<file path="config.mk">
export PLATFORM = sky130hd
export DESIGN_NAME = mem_bus_interface
export DESIGN_NICKNAME = d
export VERILOG_FILES = /design/src/rtl/mem_bus_interface.sv
export SDC_FILE = /design/constraint.sdc
export NUM_CORES = 1
export LEC_CHECK = 0
export CORE_MARGIN = 5
export CORE_UTILIZATION = 30
export DETAILED_ROUTE_END_ITERATION = 12
export PLACE_DENSITY = 0.57
export SLEW_MARGIN = 20
export SYNTH_ARGS = -nofsm -noshare
export SYNTH_HDL_FRONTEND = slang
export SYNTH_SLANG_ARGS = --single-unit
export TNS_END_PERCENT = 30
</file>
<file path="constraint.sdc">
create_clock -name Clock -period 2.7 [get_ports Clock]
set_input_delay 0.27 -clock Clock [delete_from_list [all_inputs] [get_ports Clock]]
set_output_delay 0.27 -clock Clock [all_outputs]
set_load 0.02 [all_outputs]
</file>
<file path="src/rtl/mem_bus_interface.sv">
// mem_bus_interface: bridges the 16-bit datapath to the external memory bus.
// Ports: Clock/Reset; MemRead/MemWrite/Address/WriteData request side;
//        DataIn/MemReady/BusError datapath return;
//        ExtAddr/ExtDataOut/ExtDataOutEn/nOE/nWE/ExtDataIn/ExtReady bus pins.
module mem_bus_interface #(
    parameter int WAIT_CYCLES = 1,
    parameter int TIMEOUT     = 15
) (
    input  logic        Clock,
    input  logic        Reset,
    input  logic        MemRead,
    input  logic        MemWrite,
    input  logic [15:0] Address,
    input  logic [15:0] WriteData,
    output logic [15:0] DataIn,
    output logic        MemReady,
    output logic        BusError,
    output logic [15:0] ExtAddr,
    output logic [15:0] ExtDataOut,
    output logic        ExtDataOutEn,
    output logic        nOE,
    output logic        nWE,
    input  logic [15:0] ExtDataIn,
    input  logic        ExtReady
);

    localparam logic [7:0] WAIT_C = 8'(WAIT_CYCLES);
    localparam logic [7:0] TMO_C  = 8'(TIMEOUT);

    typedef enum logic [1:0] {
        IDLE,
        READ,
        WRITE,
        DONE
    } state_t;

    state_t      state, state_nx;
    logic [7:0]  wait_cnt, wait_cnt_nx;
    logic [15:0] addr_nx, dout_nx, din_nx;
    logic        doen_nx, noe_nx, nwe_nx, rdy_nx, err_nx;
    logic        finish, expired;

    // ExtReady only counts once the minimum wait has elapsed, and it
    // takes priority over a timeout reached at the same edge.
    assign finish  = (wait_cnt >= WAIT_C) && ExtReady;
    assign expired = (wait_cnt == TMO_C);

    always_comb begin
        state_nx    = state;
        wait_cnt_nx = wait_cnt;
        addr_nx     = ExtAddr;
        dout_nx     = ExtDataOut;
        din_nx      = DataIn;
        doen_nx     = ExtDataOutEn;
        noe_nx      = 1'b1;
        nwe_nx      = 1'b1;
        rdy_nx      = 1'b0;
        err_nx      = 1'b0;
        unique case (state)
            IDLE: begin
                doen_nx = 1'b0;
                if (MemRead && MemWrite) begin
                    err_nx = 1'b1;
                end else if (MemRead) begin
                    addr_nx     = Address;
                    wait_cnt_nx = 8'd0;
                    noe_nx      = 1'b0;
                    state_nx    = READ;
                end else if (MemWrite) begin
                    addr_nx     = Address;
                    dout_nx     = WriteData;
                    doen_nx     = 1'b1;
                    wait_cnt_nx = 8'd0;
                    nwe_nx      = 1'b0;
                    state_nx    = WRITE;
                end
            end
            READ: begin
                wait_cnt_nx = wait_cnt + 8'd1;
                if (finish) begin
                    din_nx   = ExtDataIn;
                    rdy_nx   = 1'b1;
                    state_nx = DONE;
                end else if (expired) begin
                    rdy_nx   = 1'b1;
                    err_nx   = 1'b1;
                    state_nx = DONE;
                end else begin
                    noe_nx = 1'b0;
                end
            end
            WRITE: begin
                wait_cnt_nx = wait_cnt + 8'd1;
                if (finish) begin
                    rdy_nx   = 1'b1;
                    state_nx = DONE;
                end else if (expired) begin
                    rdy_nx   = 1'b1;
                    err_nx   = 1'b1;
                    state_nx = DONE;
                end else begin
                    nwe_nx = 1'b0;
                end
            end
            DONE: begin
                // Address/data were held through DONE for hold time;
                // the pad driver is released as we return to IDLE.
                doen_nx  = 1'b0;
                state_nx = IDLE;
            end
            default: begin
                state_nx = IDLE;
            end
        endcase
    end

    always_ff @(posedge Clock or posedge Reset) begin
        if (Reset) begin
            state        <= IDLE;
            wait_cnt     <= 8'd0;
            ExtAddr      <= 16'd0;
            ExtDataOut   <= 16'd0;
            ExtDataOutEn <= 1'b0;
            DataIn       <= 16'd0;
            nOE          <= 1'b1;
            nWE          <= 1'b1;
            MemReady     <= 1'b0;
            BusError     <= 1'b0;
        end else begin
            state        <= state_nx;
            wait_cnt     <= wait_cnt_nx;
            ExtAddr      <= addr_nx;
            ExtDataOut   <= dout_nx;
            ExtDataOutEn <= doen_nx;
            DataIn       <= din_nx;
            nOE          <= noe_nx;
            nWE          <= nwe_nx;
            MemReady     <= rdy_nx;
            BusError     <= err_nx;
        end
    end

endmodule
</file>
==> flow_summary.ini <==
[grt]
grtUsageTotal = 0.114
grt_antenna_before_repair = 0
grt_pass1_vias = 2110
overflow = 0
grt_max_degree = 38
grt_first_pass_wirelength_um = 10200

[clock_network]
cts_hold_buffers = 0
clk_latency_ns = 0.33
ctsResizeCount = 0
path_clk_slew_ns = 0.07
htreeDepth = 3
cts-root-buf = clkbuf_8
postCtsSetupRepairBufs = 0
cts_inserted_buffers = 9
cts_tree = done
clockBufferDepth = 2
cts_num_sinks = 63

[sta]
skew_ns = 0.00815
fin_crit_ns = 2.07
tightest_slew_ns = 0.592
setup_tns_ns = 0
max_freq_mhz = 484
slew_viol_final = 0
final_hold_viol_count = 0
setup_viol_count_final = 0
finalCritPeriodShare = 0.766
relSlewSlack = 0.605
rsz0062_at_grt = no

[cells_and_area]
nets = 383
final_cell_mix = 105 x clkdlybuf4s50_1, 61 x dfrtp_1, 48 x mux2_2, 14 x nand2_1
diodes = 0
final_common_cell = clkdlybuf4s50_1
area_growth_pct = 49.6
utilization = 0.455
drive_gt1_frac = 0.238

[power]
vdd_ir_drop_max_v = 0.000435
power.density_nw_per_um2 = 1140
p_leak_nw = 1.76
p_total_w = 0.00472

[route]
routed_wl_um = 6130
wl_per_cell_um = 14.1
dr.first_iter.drc_count = 33
drtAntennaViolNets = 0
dr.pass1.iters = 4
vias = 1984
viasPerCell = 4.57
drc = 0

[yosys]
synth_fp_nets = 270
ys_warn_count = 0
ys_types = 37
synth.avg_cell_area_um2 = 13.4
synth_edf_count = 0
synthArstFlopShare = 1.00
synth_seq_cells = 63
seq_area_frac_synth = 0.571
syn_inst = 206
synth_area_um2 = 2770
synthTopCellsByArea = dfrtp_1 55%, mux2_2 20%, ha_1 5.0%
yosys.area.top_type = dfrtp_1
synth_largest_type_area_fraction = 0.552
synth_ff_type = dfrtp_1

[worst_setup_path]
ff2ff_path_depth = 5
startpoint = wait_cnt[0]
start_kind = flop
cp-endpoint = DataIn[7]
timing.rr.end = DataIn[7]
worstPathCellList = ha_1 -> or4b_4 -> o21a_4 -> nand2_4 -> mux2_2
cpMaxStageDelayCell = or4b_4
worst-setup-path-type = reg -> reg
critPathRequiredTime_ns = 2.91
cpPeakStageDelay_ns = 0.49
r2r_start = wait_cnt[0]
cp.arrival_ns = 2.28
endpoint_kind = flop
cp_max_fo = 16
reg2reg_slack_ns = 0.63

[die]
core_um2 = 9110
rows = 35
start_util = 0.304
die_x_um = 106
dieArea_um2 = 11200
io_pins = 106
die-height_um = 106

[placement]
dpl.hpwl_um = 4460
portBuffers = 105
place_congestion = 0.757

[outcome]
status = complete, no violations

[worst_hold_path]
hp-class = in -> async

[flow_run]
maxCapViolations = 0
synthesized netlist by cell type (all sizes together), types with 2 or more instances:
| master | count |
|---|---|
| nand3 | 4 |
| a21oi | 2 |
| dfrtp | 61 |
| nand2b | 3 |
| clkbuf | 3 |
| o21ai | 11 |
| mux2 | 48 |
| a21o | 2 |
| nand2 | 15 |
| ha | 11 |
| o31ai | 3 |
| nor2 | 7 |
| nor4 | 2 |
| a2bb2oi | 2 |
| mux2i | 3 |
| dfstp | 2 |
| o21a | 2 |
| inv | 8 |
| buf | 3 |
worst min path at each step:
stage / to / startpoint / slack (ns) / cells past startpoint
global route: ExtDataOut[7] / Reset / 0.36 / 2
floorplan: DataIn[10] / ExtDataIn[10] / 0.42 / 1
finish: ExtDataOut[9] / Reset / 0.33 / 2
detailed placement: ExtAddr[7] / ExtAddr[7] / 0.49 / 1
global placement: ExtAddr[0] / ExtAddr[0] / 0.49 / 1
CTS: ExtAddr[8] / Reset / 0.34 / 2
cell type report:
class	count	area, um^2
repair buffers	108	1090
fillers	881	4970
clock inverters	3	18.8
well taps	111	139
flip-flops and latches	63	1580
clock buffers	12	155
inverters	8	30.0
multi-input cells	129	1130
flip-flops by register name (all words and copies together), names as in the netlist:
| name | count |
|---|---|
| wait_cnt | 8 |
| BusError | 1 |
| DataIn | 16 |
| ExtDataOutEn | 1 |
| state | 2 |
| MemReady | 1 |
| ExtDataOut | 16 |
| nWE | 1 |
| ExtAddr | 16 |
| nOE | 1 |
report_power, final:
part	internal [W]	switching, W
registers	0.00138	0.000217
clock network	0.000377	0.000346
logic	0.00127	0.00114
worst max-delay path: cells and delay by family, from the launching register on:
family | cells | cell delay (ns)
and+or+nand+nor | 2 | 0.69
DFF | 1 | 0.43
muxes | 1 | 0.36
AOI/OAI and AO/OA | 1 | 0.24
adders and majority gates | 1 | 0.21
routing by layer:
metal	vias to the layer above	share of wire	global-route usage	wire length, um
li1	957	-	-	-
met4	0	0.010	0.0444	61
met2	64	0.46	0.172	2830
met1	956	0.45	0.144	2760
met5	-	0	0	0
met3	7	0.078	0.0528	475
logic make-up (layout without fill, tap and decap cells):
family / count (synthesis) / in the layout / synth area share
DFF: 63 / 63 / 0.571
muxes: 51 / 51 / 0.206
buffers and inverters: 14 / 131 / 0.0235
AOI/OAI and AO/OA: 30 / 30 / 0.0769
adders and majority gates: 11 / 11 / 0.0497
and+or+nand+nor: 37 / 37 / 0.0732
stage by stage:
stage / instances / cell area, um^2 / hold WS, ns / setup slack [ns]
4_1_cts: 434 / 4140 / 0.336 / 0.617
5_1_grt: 434 / 4140 / 0.358 / 0.539
2_1_floorplan: 206 / 2770 / 0.420 / 0.651
6_report: 434 / 4140 / 0.328 / 0.632
3_5_place_dp: 419 / 3970 / 0.492 / 0.483
3_3_place_gp: 419 / 3970 / 0.487 / 0.508
No activity file was read; power rests on OpenSTA's default activity.
